$ cat src/rtl/interval_timer_pkg.sv
// Shared types for the interval timer: FSM state encoding.
package interval_timer_pkg;

  localparam int STATE_W = 2;

  typedef enum logic [STATE_W-1:0] {
    IDLE = 2'd0,
    RUN  = 2'd1,
    DONE = 2'd2
  } timer_state_t;

endpackage

$ cat src/rtl/interval_timer_if.sv
// Configuration channel of the interval timer.
// Handshake: a transfer happens on a rising clk edge where cfg_valid and cfg_ready are both 1;
// the master holds cfg_period/cfg_oneshot stable while cfg_valid is high, and cfg_ready does not depend on cfg_valid.
interface interval_timer_if #(
  parameter int N = 16
) ();

  logic         cfg_valid;
  logic         cfg_ready;
  logic [N-1:0] cfg_period;
  logic         cfg_oneshot;

  modport master (
    output cfg_valid,
    output cfg_period,
    output cfg_oneshot,
    input  cfg_ready
  );

  modport slave (
    input  cfg_valid,
    input  cfg_period,
    input  cfg_oneshot,
    output cfg_ready
  );

endinterface

$ cat src/rtl/interval_timer.sv
// Programmable interval timer: periodic or one-shot ticks every period_reg ce-cycles,
// configured over a valid/ready channel and controlled by start/stop strobes.
module interval_timer
  import interval_timer_pkg::*;
#(
  parameter int N = 16
) (
  input  logic                clk,
  input  logic                sreset,
  input  logic                ce,
  interval_timer_if.slave     cfg_if,
  input  logic                start,
  input  logic                stop,
  output logic [N-1:0]        count,
  output logic                running,
  output logic                tick,
  output logic                done,
  output timer_state_t        state_dbg
);

  timer_state_t state;
  logic [N-1:0] period_reg;
  logic         oneshot_reg;

  logic         xfer;
  logic [N-1:0] eff_period;
  logic [N-1:0] last_count;

  assign cfg_if.cfg_ready = (state != RUN);
  assign xfer             = cfg_if.cfg_valid & cfg_if.cfg_ready;
  // A start in the same cycle as a transfer must see the newly offered period.
  assign eff_period       = xfer ? cfg_if.cfg_period : period_reg;
  // period_reg is never zero while in RUN, so this cannot underflow where it matters.
  assign last_count       = period_reg - N'(1);

  assign running   = (state == RUN);
  assign state_dbg = state;

  always_ff @(posedge clk) begin
    if (sreset) begin
      state       <= IDLE;
      period_reg  <= '0;
      oneshot_reg <= 1'b0;
      count       <= '0;
      tick        <= 1'b0;
      done        <= 1'b0;
    end else begin
      tick <= 1'b0;
      case (state)
        IDLE, DONE: begin
          if (xfer) begin
            period_reg  <= cfg_if.cfg_period;
            oneshot_reg <= cfg_if.cfg_oneshot;
            if (state == DONE) begin
              state <= IDLE;
              done  <= 1'b0;
            end
          end
          if (start && !stop && (eff_period != '0)) begin
            state <= RUN;
            count <= '0;
            done  <= 1'b0;
          end
        end
        RUN: begin
          if (stop) begin
            state <= IDLE;
            count <= '0;
          end else if (ce) begin
            if (count == last_count) begin
              count <= '0;
              tick  <= 1'b1;
              if (oneshot_reg) begin
                state <= DONE;
                done  <= 1'b1;
              end
            end else begin
              count <= count + N'(1);
            end
          end
        end
        default: begin
          state <= IDLE;
          count <= '0;
        end
      endcase
    end
  end

endmodule

$ cat src/flat_wrapper.sv
// flat-port wrapper written by rule: the top's interface ports become plain ports
module interval_timer_flat import interval_timer_pkg::*;
#(
  parameter int N = 16
)
  (clk, sreset, ce, start, stop, count, running, tick, done, state_dbg, cfg_if_cfg_valid, cfg_if_cfg_period, cfg_if_cfg_oneshot, cfg_if_cfg_ready);
  interval_timer_if #(.N(N)) cfg_if_i ();
  input  logic clk;
  input  logic sreset;
  input  logic ce;
  input  logic start;
  input  logic stop;
  output logic [N-1:0] count;
  output logic running;
  output logic tick;
  output logic done;
  output timer_state_t state_dbg;
  input wire logic [$bits(cfg_if_i.cfg_valid)-1:0] cfg_if_cfg_valid;
  input wire logic [$bits(cfg_if_i.cfg_period)-1:0] cfg_if_cfg_period;
  input wire logic [$bits(cfg_if_i.cfg_oneshot)-1:0] cfg_if_cfg_oneshot;
  output wire logic [$bits(cfg_if_i.cfg_ready)-1:0] cfg_if_cfg_ready;
  assign cfg_if_i.cfg_valid = cfg_if_cfg_valid;
  assign cfg_if_i.cfg_period = cfg_if_cfg_period;
  assign cfg_if_i.cfg_oneshot = cfg_if_cfg_oneshot;
  assign cfg_if_cfg_ready = cfg_if_i.cfg_ready;
  interval_timer #(.N(N)) u_core (.clk(clk), .sreset(sreset), .ce(ce), .cfg_if(cfg_if_i), .start(start), .stop(stop), .count(count), .running(running), .tick(tick), .done(done), .state_dbg(state_dbg));
endmodule
$ cat config.mk
export PLATFORM = sky130hd
export DESIGN_NAME = interval_timer_flat
export DESIGN_NICKNAME = d
export VERILOG_FILES = /design/src/rtl/interval_timer_pkg.sv /design/src/rtl/interval_timer_if.sv /design/src/rtl/interval_timer.sv /design/src/flat_wrapper.sv
export SDC_FILE = /design/constraint.sdc
export NUM_CORES = 1
export LEC_CHECK = 0
export CAP_MARGIN = 25
export CORE_MARGIN = 3
export CORE_UTILIZATION = 56
export CTS_CLUSTER_SIZE = 30
export DETAILED_ROUTE_END_ITERATION = 16
export GPL_ROUTABILITY_DRIVEN = 0
export HOLD_SLACK_MARGIN = 0.12
export PLACE_DENSITY = 0.87
export SLEW_MARGIN = 20
export SYNTH_ARGS = -nofsm -noshare
export SYNTH_HDL_FRONTEND = slang
export SYNTH_SLANG_ARGS = --single-unit
$ cat constraint.sdc
create_clock -name clk -period 5.7 [get_ports clk]
set_clock_uncertainty 0.15 [all_clocks]
set_input_delay 1.14 -clock clk [delete_from_list [all_inputs] [get_ports clk]]
set_output_delay 1.14 -clock clk [all_outputs]
set_load 0.01 [all_outputs]
==> out/results.tsv, run 1 <==
stage	metric	value	unit
detailed_routing	Post-DRT Antenna Nets	0	
synthesis	post-synth cell types	54	
global_route	first-pass GRT wire length	10100	um
clocking	Clock Path Buffers	2	
synthesis	EDFF count, synth	0	
clocking	PostCTS Resize Cnt	0	
synthesis	Yosys warnings	0	
sta	Slew HR	43.9	%
synthesis	Syn Area/Cell	7.85	um^2
placement	hpwl dp	4440	um
floorplanning	core area	0.00380	mm^2
sta	Final Slew Violations	0	
final_layout	most frequent cells in the layout	nand2_1, clkdlybuf4s50_1, dfxtp_1	
detailed_routing	Avg WL per Cell	15.7	um
synthesis	Top FF cell, synth	dfxtp_1	
sta	Max Freq	270	MHz
floorplanning	FP Rows	22	
worst_setup_path	Required @ worst endpoint	5.75	ns
synthesis	Mapped Cells	292	
hold_path	min-delay src	u_core.oneshot_reg	
flow_run	Max-Cap Viols	0	
global_route	total grt overflow	0	
power	maximum vdd drop	159	uV
hold_path	worst hold path depth	2	
sta	hold slack	0.315	ns
clocking	clk_lat worst skew	0.29	ns
detailed_routing	drt drc	0	
synthesis	Async SR Flop Fraction	0	%
clocking	H-Tree Depth	2	
final_layout	Final nets	355	
worst_setup_path	reg2reg setup slack	2.45	ns
sta	minimum clock period	3.70	ns
detailed_routing	Vias per Instance	6.19	
final_layout	Area growth syn-to-layout	24.8	%
synthesis	share of synthesized cell area in and, or, nand and nor gates	29.5	%
sta	period utilization	64.9	%
floorplanning	Die ar.	0.00490	mm^2
worst_setup_path	Setup crit end kind	register	
synthesis	mapped cell area	0.00229	mm^2
outcome	outcome	finished, final reports clean	
final_layout	ant diodes	0	
global_route	number of antenna violations at the first check in global routing	0	
floorplanning	die width	70.0	um
sta	post-route setup TNS	0	ns
synthesis	Synth Area in Compound Gates	22.6	%
worst_setup_path	startpoint class of the critical path	input port	
synthesis	Adder-Cell Fraction of Synth Area	1.09	%
global_route	Tot GR Track Use	24.8	%
detailed_routing	final wirelength	5960	um
power	cell area power density	222	mW/mm^2
worst_setup_path	WS Path Type	in -> reg	
clocking	total CTS buffers	5	
global_route	pin count of the biggest net entering global routing	36	
hold_path	Worst Hold End	u_core.oneshot_reg	
sta	final setup fails	0	
worst_setup_path	crit path DAT	3.75	ns
detailed_routing	total vias in the final route	2346	
sta	RSZ-0062 raised after global routing	no	
synthesis	post-synthesis xor/xnor area fraction	9.55	%
clocking	CTS clk-pin slew, worst paths	0.08	ns
hold_path	worst hold path type	reg -> reg	
power	total power	0.000635	W
worst_setup_path	r2r worst-path depth	9	
floorplanning	io pins	45	
synthesis	register bit total from synthesis	37	
detailed_routing	1st-iter DRT viols	235	
synthesis	sequential area share after synthesis	32.3	%
clocking	CTS tree	done	
synthesis	post-synthesis net count	317	
global_route	vias in the first global route	2153	
power	Pleak	0.984	nW
clocking	clock root buffer	clkbuf_8	
worst_setup_path	RR Startpoint	u_core.period_reg[0]	
synthesis	largest family of logic cells by synthesized area	simple AND/OR/NAND/NOR gates	
worst_setup_path	reg2reg end	u_core.count[11]	
placement	Port Buffers	44	
worst_setup_path	Worst Path Max Fanout	12	
synthesis	post-synthesis mux area share	0.436	%
clocking	hold_buf cts	0	
final_layout	layout cells sized above 1	6.34	%
sta	Worst-Margin Slew	0.839	ns
sta	Fin. Hold Viols	0	
floorplanning	Die Ht	70.0	um
detailed_routing	1st-pass router iterations	4	
clocking	CTS sink count	37	
final_layout	leading cell type in the layout, fill and taps excluded	nand2_1	
clocking	setup bufs post-CTS	0	
floorplanning	Initial Util	60.4	%
-- layout make-up --
class,count,area (um^2)
Tap cell,48,60.1
Clock buffer,6,82.6
Timing Repair Buffer,47,463
Clock inverter,2,37.5
Inverter,8,30.0
Multi-Input combinational cell,231,1450
Fill cell,304,937
Sequential cell,37,741
-- worst max-delay path: stages --
cell and delay [ns]:
clkdlybuf4s50_1 0.42, or4_1 0.54, o311a_1 0.42, a21oi_2 0.29
nor2_1 0.26, buf_4 0.28, a21bo_2 0.19, a221oi_1 0.22
-- kinds of logic after synthesis --
kind of cell,after synthesis
simple gates,131
xor+xnor,25
fa+ha+maj,2
mux,1
buf+inv,24
compound gates,72
flops,37
-- power breakdown --
group | total (W) | internal, W | switching, W
clock network | 0.000235 | 0.000142 | 0.0000932
logic | 0.000121 | 0.0000522 | 0.0000684
registers | 0.000278 | 0.000266 | 0.0000121
-- per-layer routing --
metal | GRT usage (%) | part of all wire [%] | up-vias | wire [um]
met2 | 39.3 | 48 | 91 | 2850
met1 | 34.4 | 44 | 1098 | 2640
met5 | 0 | 0 | - | 0
met3 | 4.17 | 6.7 | 7 | 402
met4 | 7.45 | 1.2 | 0 | 72
li1 | - | - | 1150 | -
-- through the flow --
step / instances / utilization, % / instance area (um^2) / worst slack (ns)
final: 379 / 75.3 / 2860 / 2.00
after global routing: 379 / 75.3 / 2860 / 1.84
after CTS: 378 / 75.1 / 2850 / 2.01
after detailed placement: 370 / 72.0 / 2730 / 1.71
after global placement: 370 / 72.0 / 2730 / 1.76
after floorplan: 292 / - / 2290 / 2.53
-- cell usage after synthesis (2+ instances only) --
cell type / n / area (um^2)
o21a_1: 2 / 15.0
a211oi_1: 10 / 75.1
a31oi_1: 5 / 31.3
ha_1: 2 / 25.0
nand2_1: 49 / 184
or4_4: 2 / 22.5
or4_1: 3 / 22.5
xor2_1: 12 / 105
nand4_1: 6 / 37.5
o22ai_1: 2 / 12.5
a21oi_1: 20 / 100
nand3b_1: 4 / 30.0
nand2b_1: 3 / 18.8
inv_1: 8 / 30.0
clkbuf_1: 9 / 33.8
and2_1: 2 / 12.5
nor4_1: 4 / 25.0
a221oi_2: 2 / 30.0
and3_1: 6 / 37.5
nor2_1: 13 / 48.8
a221oi_1: 5 / 43.8
nor3_1: 15 / 75.1
or3_1: 6 / 37.5
buf_2: 5 / 25.0
dfxtp_1: 37 / 741
and4_1: 4 / 35.0
o21ai_0: 8 / 40.0
nand3_1: 9 / 45.0
xnor2_1: 13 / 114
a32o_1: 2 / 20.0
-- how the worst max path moves through the flow --
stage                              start          endpoint  slack (ns)
floorplan           cfg_if_cfg_period[7]   u_core.count[8]        2.53
global placement    cfg_if_cfg_period[7]  u_core.count[13]        1.76
detailed placement  cfg_if_cfg_period[7]  u_core.count[13]        1.71
CTS                 cfg_if_cfg_period[7]  u_core.count[13]        2.01
global route        cfg_if_cfg_period[7]  u_core.count[13]        1.84
finish              cfg_if_cfg_period[7]  u_core.count[13]        2.00
No activity file was read; power rests on OpenSTA's default activity.
==> run 2, diff against run 1 <==
--- a/config.mk
+++ b/config.mk
@@ -7,12 +7,12 @@
 export LEC_CHECK = 0
 export CAP_MARGIN = 25
 export CORE_MARGIN = 3
-export CORE_UTILIZATION = 56
+export CORE_UTILIZATION = 47
 export CTS_CLUSTER_SIZE = 30
 export DETAILED_ROUTE_END_ITERATION = 16
 export GPL_ROUTABILITY_DRIVEN = 0
 export HOLD_SLACK_MARGIN = 0.12
-export PLACE_DENSITY = 0.87
+export PLACE_DENSITY = 0.78
 export SLEW_MARGIN = 20
 export SYNTH_ARGS = -nofsm -noshare
 export SYNTH_HDL_FRONTEND = slang
==> constraint.sdc (replaced) <==
create_clock -name clk -period 3 [get_ports clk]
set_clock_uncertainty 0.15 [all_clocks]
set_input_delay 0.6 -clock clk [delete_from_list [all_inputs] [get_ports clk]]
set_output_delay 0.6 -clock clk [all_outputs]
set_load 0.01 [all_outputs]
==> out/results.tsv, run 2 (synthesis results as in run 1) <==
stage	metric	value	unit	change
outcome	outcome	finished, final reports clean		unchanged
sta	Slew HR	64.1	%	was 43.9%
worst_setup_path	WS Path Type	reg -> reg		was in -> reg
detailed_routing	total vias in the final route	2420		was 2346
detailed_routing	final wirelength	6400	um	was 5960 um
placement	hpwl dp	4780	um	was 4440 um
worst_setup_path	startpoint class of the critical path	register		was input port
floorplanning	Initial Util	50.6	%	was 60.4%
detailed_routing	1st-iter DRT viols	197		was 235
floorplanning	Die Ht	75.9	um	was 70.0 um
sta	Final Slew Violations	0		unchanged
final_layout	Area growth syn-to-layout	30.8	%	was 24.8%
final_layout	multi-input logic area	0.00146	mm^2	was 0.00145 mm^2
worst_setup_path	Worst Path Max Fanout	15		was 12
global_route	pin count of the biggest net entering global routing	35		was 36
sta	minimum clock period	2.81	ns	
worst_setup_path	Required @ worst endpoint	3.01	ns	was 5.75 ns
flow_run	Max-Cap Viols	0		unchanged
worst_setup_path	worst-path cell with the longest stage delay	or4_1		unchanged
power	Pleak	1.06	nW	was 0.984 nW
detailed_routing	drt drc	0		unchanged
global_route	Tot GR Track Use	23.5	%	was 24.8%
detailed_routing	Vias per Instance	5.87		was 6.19
clocking	CTS clk-pin slew, worst paths	0.07	ns	was 0.08 ns
clocking	CTS tree	done		unchanged
final_layout	Final nets	372		was 355
clocking	PostCTS Resize Cnt	0		unchanged
placement	Port Buffers	44		unchanged
clocking	total CTS buffers	5		unchanged
floorplanning	Die ar.	0.00575	mm^2	was 0.00490 mm^2
hold_path	Worst Hold End	u_core.oneshot_reg		unchanged
sta	final setup fails	0		unchanged
floorplanning	FP Rows	24		was 22
worst_setup_path	reg2reg setup slack	0.19	ns	was 2.45 ns
worst_setup_path	CP delay by family, top	simple AND/OR/NAND/NOR gates		was compound AO/OA/AOI/OAI gates
sta	Fin. Hold Viols	0		unchanged
worst_setup_path	slowest cell delay on critical path	0.63	ns	was 0.54 ns
power	total power	0.00115	W	was 0.000635 W
detailed_routing	Post-DRT Antenna Nets	0		unchanged
sta	Worst-Margin Slew	0.537	ns	was 0.839 ns
clocking	CTS sink count	37		unchanged
global_route	total grt overflow	0		unchanged
final_layout	fin util	66.1	%	was 75.3%
floorplanning	die width	75.9	um	was 70.0 um
global_route	vias in the first global route	2217		was 2153
worst_setup_path	crit path DAT	2.82	ns	was 3.75 ns
worst_setup_path	RR Startpoint	u_core.period_reg[9]		was u_core.period_reg[0]
hold_path	worst hold path depth	2		unchanged
clocking	H-Tree Depth	2		unchanged
sta	period utilization	93.8	%	
power	maximum vdd drop	252	uV	was 159 uV
placement	DP Worst Slack	-0.00438	ns	was 1.71 ns
worst_setup_path	cell chain of the critical path	or4_1, nor4_2, xnor2_1, o2111ai_1, or4_4, o21ai_4, buf_12, a221oi_1		was clkdlybuf4s50_1, or4_1, o311a_1, a21oi_2, nor2_1, buf_4, a21bo_2, a221oi_1
hold_path	min-delay src	u_core.oneshot_reg		unchanged
clocking	clock root buffer	clkbuf_8		unchanged
worst_setup_path	reg2reg end	u_core.count[12]		was u_core.count[11]
clocking	setup bufs post-CTS	0		unchanged
worst_setup_path	CP bufs+invs	1		was 2
power	cell area power density	382	mW/mm^2	was 222 mW/mm^2
sta	Max Freq	355	MHz	
final_layout	leading cell type in the layout, fill and taps excluded	nand2_1		unchanged
final_layout	fill count	391		was 304
final_layout	most frequent cells in the layout	nand2_1, clkdlybuf4s50_1, dfxtp_1		unchanged
floorplanning	io pins	45		unchanged
hold_path	worst hold path type	reg -> reg		unchanged
worst_setup_path	Setup crit end kind	register		unchanged
final_layout	ant diodes	0		unchanged
sta	RSZ-0062 raised after global routing	no		unchanged
global_route	number of antenna violations at the first check in global routing	0		unchanged
clocking	clk_lat worst skew	0.29	ns	about the same
detailed_routing	1st-pass router iterations	5		was 4
sta	post-route setup TNS	0	ns	unchanged
clocking	Clock Path Buffers	2		unchanged
worst_setup_path	Stages on worst setup path	8		unchanged
detailed_routing	Avg WL per Cell	15.5	um	was 15.7 um
global_route	first-pass GRT wire length	10500	um	was 10100 um
final_layout	layout cells sized above 1	11.0	%	was 6.34%
clocking	hold_buf cts	0		unchanged
sta	Final WS setup	0.185	ns	was 2.00 ns
worst_setup_path	r2r worst-path depth	8		was 9
floorplanning	core area	0.00453	mm^2	was 0.00380 mm^2
final_layout	register area	741	um^2	unchanged
## run 2: stage by stage
| step | instances | hold WS (ns) | instance area (um^2) |
|---|---|---|---|
| floorplan | 292 | 0.282 | 2290 |
| global placement | 405 | 0.308 | 2900 |
| detailed placement | 405 | 0.309 | 2900 |
| CTS | 412 | 0.318 | 2990 |
| global route | 412 | 0.341 | 3000 |
| finish | 412 | 0.328 | 3000 |
## run 2: layout make-up
cell class | count | share of cell area (%)
clock buffer | 7 | 2.88
inverter | 8 | 1.00
multi-input combinational | 231 | 48.6
sequential | 37 | 24.7
tap | 65 | 2.71
timing repair buffer | 64 | 20.1
## run 2: worst max-delay path by stage
stage / end / start / slack, ns
CTS: u_core.count[12] / u_core.period_reg[1] / 0.07
floorplan: u_core.count[10] / u_core.period_reg[0] / 0.20
finish: u_core.count[12] / u_core.period_reg[9] / 0.19
global placement: u_core.count[14] / cfg_if_cfg_period[0] / 0.05
detailed placement: u_core.count[15] / cfg_if_cfg_period[7] / -0.004
global route: u_core.count[12] / u_core.period_reg[9] / 0.07
## run 2: report_power, final
| part | internal [W] | leakage [nW] | switching, W |
|---|---|---|---|
| registers | 0.000506 | 0.301 | 0.0000166 |
| logic | 0.000122 | 0.717 | 0.000144 |
| clock network | 0.000182 | 0.0443 | 0.000175 |
## run 2: metal layers
layer	GRT usage, %	up-vias	part of all wire (%)
li1	-	1187	-
met1	32.5	1142	46
met2	37.2	85	47
met3	4.62	6	5.5
met4	6.60	0	1.3
met5	0	-	0
## run 2: worst min-delay path: stages, from the launching register on
cell and delay [ns]:
dfxtp_1 0.32, nand2_1 0.05, a21oi_1 0.06
==> run 3, diff against run 2 <==
--- a/config.mk
+++ b/config.mk
@@ -6,7 +6,7 @@
 export NUM_CORES = 1
 export LEC_CHECK = 0
 export CAP_MARGIN = 25
-export CORE_MARGIN = 3
+export CORE_MARGIN = 5
 export CORE_UTILIZATION = 47
 export CTS_CLUSTER_SIZE = 30
 export DETAILED_ROUTE_END_ITERATION = 16
==> out/results.tsv, run 3 (synthesis results as in run 1) <==
stage	metric	value	unit	change
outcome	outcome	finished, final reports clean		unchanged
floorplanning	Die ar.	0.00638	mm^2	was 0.00575 mm^2
global_route	Tot GR Track Use	20.8	%	was 23.5%
hold_path	worst hold path depth	2		unchanged
placement	Placed Cells	408		was 405
sta	Slew HR	63.9	%	was 64.1%
worst_setup_path	Worst Path Max Fanout	15		unchanged
detailed_routing	final wirelength	6240	um	was 6400 um
hold_path	min-delay src	u_core.oneshot_reg		unchanged
worst_setup_path	reg2reg end	u_core.count[13]		was u_core.count[12]
final_layout	leading cell type in the layout, fill and taps excluded	nand2_1		unchanged
final_layout	Finished Layout Cells	415		was 412
clocking	total CTS buffers	5		unchanged
final_layout	layout cells sized above 1	11.2	%	was 11.0%
floorplanning	core area	0.00472	mm^2	was 0.00453 mm^2
clocking	Clock Path Buffers	2		unchanged
sta	minimum clock period	2.81	ns	about the same
hold_path	Worst Hold End	u_core.oneshot_reg		unchanged
clocking	CTS tree	done		unchanged
power	maximum vdd drop	312	uV	was 252 uV
worst_setup_path	RR Startpoint	u_core.period_reg[5]		was u_core.period_reg[9]
global_route	number of antenna violations at the first check in global routing	0		unchanged
sta	final setup fails	0		unchanged
worst_setup_path	Setup crit end kind	register		unchanged
power	Pleak	1.07	nW	was 1.06 nW
worst_setup_path	startpoint class of the critical path	register		unchanged
clocking	clk_lat worst skew	0.29	ns	about the same
final_layout	fill count	419		was 391
global_route	total grt overflow	0		unchanged
final_layout	fin util	63.7	%	was 66.1%
sta	Max Freq	356	MHz	was 355 MHz
hold_path	worst hold path type	reg -> reg		unchanged
clocking	CTS clk-pin slew, worst paths	0.07	ns	about the same
sta	hold slack	0.316	ns	was 0.328 ns
sta	Fin. Hold Viols	0		unchanged
worst_setup_path	r2r worst-path depth	8		unchanged
power	total power	0.00114	W	was 0.00115 W
detailed_routing	drt drc	0		unchanged
clocking	CTS sink count	37		unchanged
worst_setup_path	reg2reg setup slack	0.19	ns	about the same
power	cell area power density	379	mW/mm^2	was 382 mW/mm^2
clocking	H-Tree Depth	2		unchanged
placement	Port Buffers	44		unchanged
sta	period utilization	93.7	%	was 93.8%
clocking	clock root buffer	clkbuf_8		unchanged
worst_setup_path	crit path DAT	2.82	ns	about the same
final_layout	multi-input logic area	0.00146	mm^2	unchanged
sta	Final Slew Violations	0		unchanged
floorplanning	FP Rows	25		was 24
detailed_routing	Vias per Instance	5.77		was 5.87
sta	Worst-Margin Slew	0.540	ns	was 0.537 ns
floorplanning	Die Ht	79.9	um	was 75.9 um
placement	hpwl dp	4740	um	was 4780 um
final_layout	register area	741	um^2	unchanged
floorplanning	io pins	45		unchanged
global_route	pin count of the biggest net entering global routing	35		unchanged
detailed_routing	total vias in the final route	2396		was 2420
flow_run	Max-Cap Viols	0		unchanged
floorplanning	die width	79.9	um	was 75.9 um
detailed_routing	Avg WL per Cell	15.0	um	was 15.5 um
global_route	vias in the first global route	2213		was 2217
floorplanning	Initial Util	48.6	%	was 50.6%
final_layout	Final nets	373		was 372
clocking	setup bufs post-CTS	0		unchanged
detailed_routing	1st-iter DRT viols	202		was 197
final_layout	ant diodes	0		unchanged
worst_setup_path	Required @ worst endpoint	3.01	ns	about the same
final_layout	Area growth syn-to-layout	31.2	%	was 30.8%
sta	post-route setup TNS	0	ns	unchanged
detailed_routing	1st-pass router iterations	4		was 5
worst_setup_path	WS Path Type	reg -> reg		unchanged
sta	RSZ-0062 raised after global routing	no		unchanged
final_layout	most frequent cells in the layout	nand2_1, clkdlybuf4s50_1, dfxtp_1		unchanged
global_route	first-pass GRT wire length	10400	um	was 10500 um
detailed_routing	Post-DRT Antenna Nets	0		unchanged
-- run 3: area by class of cell --
type | instances | share of cell area [%]
Timing Repair Buffer | 65 | 20.3
Clock buffer | 7 | 2.87
Tap cell | 67 | 2.79
Multi-Input combinational cell | 231 | 48.4
Sequential cell | 37 | 24.6
Inverter | 8 | 0.998
-- run 3: power by group --
group	total, W	internal (W)	switching (W)
combinational	0.000264	0.000124	0.000141
clock	0.000355	0.000182	0.000172
sequential	0.000523	0.000506	0.0000165
-- run 3: per-layer routing --
metal / up-vias / GRT usage, % / part of all wire [%]
li1: 1185 / - / -
met1: 1135 / 27.7 / 45
met2: 69 / 33.9 / 48
met3: 7 / 4.18 / 5.3
met4: 0 / 5.91 / 1.5
met5: - / 0 / 0
-- run 3: critical path, stage by stage (launching register included) --
cell	delay, ns
dfxtp_1	0.37
or4_4	0.61
nor4_2	0.32
xnor2_1	0.19
o2111ai_1	0.14
or4_4	0.48
o21ai_4	0.17
buf_12	0.16
a221oi_1	0.08
-- run 3: worst max-delay path by stage --
stage,start,to,slack [ns],cells after the start
final,u_core.period_reg[5],u_core.count[13],0.19,8
after global routing,u_core.period_reg[5],u_core.count[12],0.05,8
after CTS,u_core.period_reg[0],u_core.count[13],0.06,10
after detailed placement,cfg_if_cfg_period[7],u_core.count[14],-0.002,7
after global placement,cfg_if_cfg_period[7],u_core.count[14],0.05,7
after floorplan,u_core.period_reg[0],u_core.count[10],0.20,11
-- run 3: metrics by stage --
step	worst slack, ns	instance area (um^2)
finish	0.188	3010
CTS	0.0574	3000
global route	0.0479	3010
floorplan	0.202	2290
global placement	0.0480	2910
detailed placement	-0.00218	2910
-- run 3: repair_timing --
| action | in CTS | in global routing |
|---|---|---|
| hold buffers | 0 | 0 |
| setup endpoints to repair | 0 | 15 |
| endpoints found under the hold margin | 0 | 0 |
| resized for setup | 0 | 2 |
==> RTL change 1: new RTL, config.mk and constraints of run 1 <==
`N` is set to 16 in 3 places; all go to 8.
--- a/src/rtl/interval_timer_if.sv
+++ b/src/rtl/interval_timer_if.sv
@@ -2,7 +2,7 @@
 // Handshake: a transfer happens on a rising clk edge where cfg_valid and cfg_ready are both 1;
 // the master holds cfg_period/cfg_oneshot stable while cfg_valid is high, and cfg_ready does not depend on cfg_valid.
 interface interval_timer_if #(
-  parameter int N = 16
+  parameter int N = 8
 ) ();
 
   logic         cfg_valid;
--- a/src/rtl/interval_timer.sv
+++ b/src/rtl/interval_timer.sv
@@ -3,7 +3,7 @@
 module interval_timer
   import interval_timer_pkg::*;
 #(
-  parameter int N = 16
+  parameter int N = 8
 ) (
   input  logic                clk,
   input  logic                sreset,
--- a/src/flat_wrapper.sv
+++ b/src/flat_wrapper.sv
@@ -1,7 +1,7 @@
 // flat-port wrapper written by rule: the top's interface ports become plain ports
 module interval_timer_flat import interval_timer_pkg::*;
 #(
-  parameter int N = 16
+  parameter int N = 8
 )
   (clk, sreset, ce, start, stop, count, running, tick, done, state_dbg, cfg_if_cfg_valid, cfg_if_cfg_period, cfg_if_cfg_oneshot, cfg_if_cfg_ready);
   interval_timer_if #(.N(N)) cfg_if_i ();
Interface: changed (resized cfg_if_cfg_period and count); port bits go from 45 to 29. No check against the original RTL was run, so the function may have changed too.
==> RTL change 1 against run 1 <==
Die area fell by 44%. Total power fell by 54%. First-iteration DRC count fell by 86%. Routed wire length fell by 54%. Sequential cell count fell by 16. Area after synthesis fell by 47%. Critical path depth did not move. Worst setup slack improved by 0.58 ns. Sequential share of layout area rose by 1.6 points. Register-to-register slack improved by 0.57 ns. Global-route usage fell by 2.1 points. Design area fell by 47%. Non-clock buffer count fell by 19.
==> RTL change 1: results (changes against run 1) <==
Comb power - 0.0000578 W (was 0.000121 W)
Final WS setup - 2.58 ns (was 2.00 ns)
Synth Area in Compound Gates - 0.207 (was 0.226)
# DRC - 0 (unchanged)
most frequent cells after synthesis - 27 x nand2_1, 21 x dfxtp_1, 15 x a21oi_1 (was 49 x nand2_1, 37 x dfxtp_1, 20 x a21oi_1)
share of layout cells above drive strength 1 - 0.0674 (was 0.0634)
H-tree lvl count - 1 (was 2)
Adder-Cell Fraction of Synth Area - 0.0208 (was 0.0109)
met2 WL - 1400 µm (was 2850 µm)
DP Worst Slack - 2.29 ns (was 1.71 ns)
gr usage total - 0.227 (was 0.248)
vias per std cell - 5.81 (was 6.19)
mux cell area share after synthesis - 0 (was 0.00436)
Mapped Cells - 150 (was 292)
number of global-route vias before repair - 1,151 (was 2,153)
met2 Usage GRT - 0.430 (was 0.393)
WL met3 - 173 µm (was 402 µm)
Synthesized Nets - 167 (was 317)
leading post-synthesis cells by cell area - dfxtp_1 35%, nand2_1 8.4%, xnor2_1 6.5% (was dfxtp_1 32%, nand2_1 8.0%, xnor2_1 5.0%)
Distinct cells, synth - 35 (was 54)
CP startpoint - cfg_if_cfg_period[4] (was cfg_if_cfg_period[7])
Nets - 196 (was 355)
non-filler cells, final - 205 (was 379)
crit path capture - u_core.count[7]$_SDFFE_PP0P_ (was u_core.count[13]$_SDFFE_PP0P_)
Global Route met1 Usage - 0.247 (was 0.344)
reg2reg end - u_core.count[3]$_SDFFE_PP0P_ (was u_core.count[11]$_SDFFE_PP0P_)
first-pass GRT wire length - 4680 µm (was 10,100 µm)
Skew-Pair Late Insertion Delay - 0.31 ns (was 0.29 ns)
Gate power share - 0.200 (was 0.190)
CP Data Arrival Time - 3.21 ns (was 3.75 ns)
worst hold slack - 0.358 ns (was 0.315 ns)
post-detail-place hpwl - 2190 µm (was 4440 µm)
met3 Use GR - 0.0256 (was 0.0417)
source of the worst hold timing path - u_core.period_reg[5]$_SDFFE_PP0N_ (was u_core.oneshot_reg$_SDFFE_PP0P_)
relative slew slack - 0.579 (was 0.439)
VDD IR-drop max - 0.145 mV (was 0.159 mV)
flop2flop setup slack - 3.02 ns (was 2.45 ns)
clock network power - 0.0000734 W (was 0.000235 W)
Clock transition at path regs - 0.11 ns (was 0.08 ns)
initial DRC count - 32 (was 235)
Max FO, Critical Path - 7 (was 12)
placed cells - 201 (was 370)
total CTS buffers - 3 (was 5)
status - finished, final reports clean (unchanged)
Leak - 0.514 nW (was 0.984 nW)
Met1 Routed Length - 1110 µm (was 2640 µm)
root buffer cell - clkbuf_4 (was clkbuf_8)
port buffer count - 28 (was 44)
RTL change 1: cell count changes in the layout (fill, tap and decap cells not counted), moves of 6 or more:
cell             delta
nor3_1             -11
clkbuf_8            -6
dfxtp_1            -16
a211oi_1            -9
nor2_1              -7
or3_1               -6
clkdlybuf4s50_1    -16
xor2_1             -12
nand2_1            -22
RTL change 1: critical path: stages:
cell and delay, ns:
clkdlybuf4s50_1 0.42, nor4_1 0.28, nand4b_1 0.14, and4b_1 0.26, o22ai_1 0.24, nor2b_1 0.47, a21oi_1 0.09, o22ai_1 0.17
RTL change 1: area by class of cell:
| cell class | count | area [µm²] |
|---|---|---|
| clock buffers | 4 | 26.3 |
| fillers | 154 | 472 |
| repair buffers | 28 | 280 |
| multi-input cells | 117 | 739 |
| well taps | 27 | 33.8 |
| inverters | 8 | 30.0 |
| flip-flops and latches | 21 | 420 |
==> RTL change 2: new RTL, flow settings as in run 1 <==
Without the edit above. Put one more register stage on the output `state_dbg`. The value now appears one clock later. The other outputs are not delayed to match.
--- a/src/rtl/interval_timer.sv
+++ b/src/rtl/interval_timer.sv
@@ -34,7 +34,9 @@
   assign last_count       = period_reg - N'(1);
 
   assign running   = (state == RUN);
-  assign state_dbg = state;
+  always_ff @(posedge clk) begin
+    state_dbg <= state;
+  end
 
   always_ff @(posedge clk) begin
     if (sreset) begin
Function: changed (Yosys sat finds a counterexample within 4 cycles, from zero or initial values and one cycle with sreset high).
==> RTL change 2 against run 1 <==
Cell count down 1.3%. Worst setup slack better by 0.16 ns. Sequential cell count up 2. Total power down 1.3%. Sequential power up 6%. Routed wire length down 0.13%. Largest cell class unchanged. Area after synthesis up 3.4%. Design area up 1.6%.
==> RTL change 2: results (changes against run 1) <==
status - finished, final reports clean (unchanged)
Max FO, Critical Path - 14 (was 12)
Routed WL - 5950 µm (was 5960 µm)
Nets - 348 (was 355)
initial antenna violation count - 0 (unchanged)
Seq/Total Area, Yosys - 0.329 (was 0.323)
H-tree lvl count - 2 (unchanged)
leading post-synthesis cells by cell area - dfxtp_1 33%, nand2_1 7.4%, xnor2_1 7.0% (was dfxtp_1 32%, nand2_1 8.0%, xnor2_1 5.0%)
CP Data Arrival Time - 3.59 ns (was 3.75 ns)
number of global-route vias before repair - 2,015 (was 2,153)
Max-Cap Viols - 0 (unchanged)
VDD IR-drop max - 0.162 mV (was 0.159 mV)
DRT Pass-1 Iters - 5 (was 4)
first-pass GRT wire length - 9590 µm (was 10,100 µm)
Ys Warns - 0 (unchanged)
Post-synth EDFFs - 0 (unchanged)
root buffer cell - clkbuf_8 (unchanged)
DP Worst Slack - 1.87 ns (was 1.71 ns)
total CTS buffers - 5 (unchanged)
initial DRC count - 200 (was 235)
Distinct cells, synth - 51 (was 54)
Synthesized Nets - 314 (was 317)
Hold WC Path Type - reg -> reg (unchanged)
ANT cells - 0 (unchanged)
post-synthesis xor/xnor area fraction - 0.129 (was 0.0955)
deepest clock path buffer count - 2 (unchanged)
share of flip-flops with an asynchronous set or reset - 0 (unchanged)
port buffer count - 44 (unchanged)
most frequent cells after synthesis - 47 x nand2_1, 39 x dfxtp_1, 19 x xnor2_1 (was 49 x nand2_1, 37 x dfxtp_1, 20 x a21oi_1)
cts repair resizes - 0 (unchanged)
Area after DPL - 0.00280 mm² (was 0.00273 mm²)
Leak - 1.01 nW (was 0.984 nW)
gr usage total - 0.239 (was 0.248)
total setup buffers inserted after CTS - 0 (unchanged)
Synth Area in Compound Gates - 0.103 (was 0.226)
Adder-Cell Fraction of Synth Area - 0.0105 (was 0.0109)
mux cell area share after synthesis - 0.00897 (was 0.00436)
post-detail-place hpwl - 4320 µm (was 4440 µm)
Skew-Pair Late Insertion Delay - 0.30 ns
startpoint types - input port (unchanged)
Tightest Pin Transition - 0.980 ns (was 0.839 ns)
pin count of the biggest net entering global routing - 37 (was 36)
Clock transition at path regs - 0.08 ns (about the same)
share of layout cells above drive strength 1 - 0.0957 (was 0.0634)
vias per std cell - 6.10 (was 6.19)
final hold vios - 0 (unchanged)
RTL change 2: cell count changes in the layout (fill, tap and decap cells not counted), moves of 4 or more:
| cell | delta |
|---|---|
| a211oi_1 | -9 |
| a221oi_1 | -5 |
| a31oi_1 | -4 |
| nor3_1 | -5 |
| nor4_1 | +10 |
| nor4_2 | +11 |
| o21ai_0 | -5 |
| or3_1 | -4 |
| xnor2_1 | +6 |
| xor2_1 | +4 |
RTL change 2: final timing paths:
check | from | endpoint | slack, ns | depth (start not counted)
min reg2reg | u_core.state[1]$_SDFFE_PP0P_ | u_core.state_dbg[1]$_DFF_P_ | 0.26 | 0
min | u_core.state[1]$_SDFFE_PP0P_ | u_core.state_dbg[1]$_DFF_P_ | 0.26 | 0
max reg2reg | u_core.period_reg[3]$_SDFFE_PP0N_ | u_core.count[12]$_SDFFE_PP0P_ | 2.17 | 7
max | cfg_if_cfg_period[3] | u_core.count[12]$_SDFFE_PP0P_ | 2.16 | 7
RTL change 2: final cells by class:
class	instances	area (µm²)
multi-input cells	225	1480
clock inverters	1	7.51
repair buffers	47	460
fillers	331	1150
clock buffers	7	96.3
inverters	5	18.8
well taps	50	62.6
flip-flops and latches	39	781
RTL change 2: per-stage QoR:
stage | cells | hold slack, ns
after floorplan | 289 | 0.230
after global placement | 365 | 0.257
after detailed placement | 365 | 0.256
after CTS | 373 | 0.266
after global routing | 374 | 0.289
final | 374 | 0.264
RTL change 2: cell families after synthesis:
family,count (synthesis)
mux,2
flops,39
fa+ha+maj,2
compound gates,37
buf+inv,25
xor+xnor,35
simple gates,149
RTL change 2: worst max-delay path: stages:
cell and delay (ns):
clkdlybuf4s50_1 0.44, nor4_1 0.50, nand4_1 0.15, nor4_1 0.34, or2_1 0.44, nor2_2 0.26, nor4_1 0.32
RTL change 2: per-layer routing:
layer	GRT usage	share of wire
met1	0.319	0.43
met2	0.390	0.48
met3	0.0483	0.080
met4	0.0731	0.013
met5	0	0
RTL change 2: power by group:
part           leakage (nW)  switching, W  internal [W]  total, W
sequential            0.317     0.0000129      0.000281  0.000294
combinational         0.646     0.0000674     0.0000550  0.000122
clock                0.0505      0.000100      0.000110  0.000210
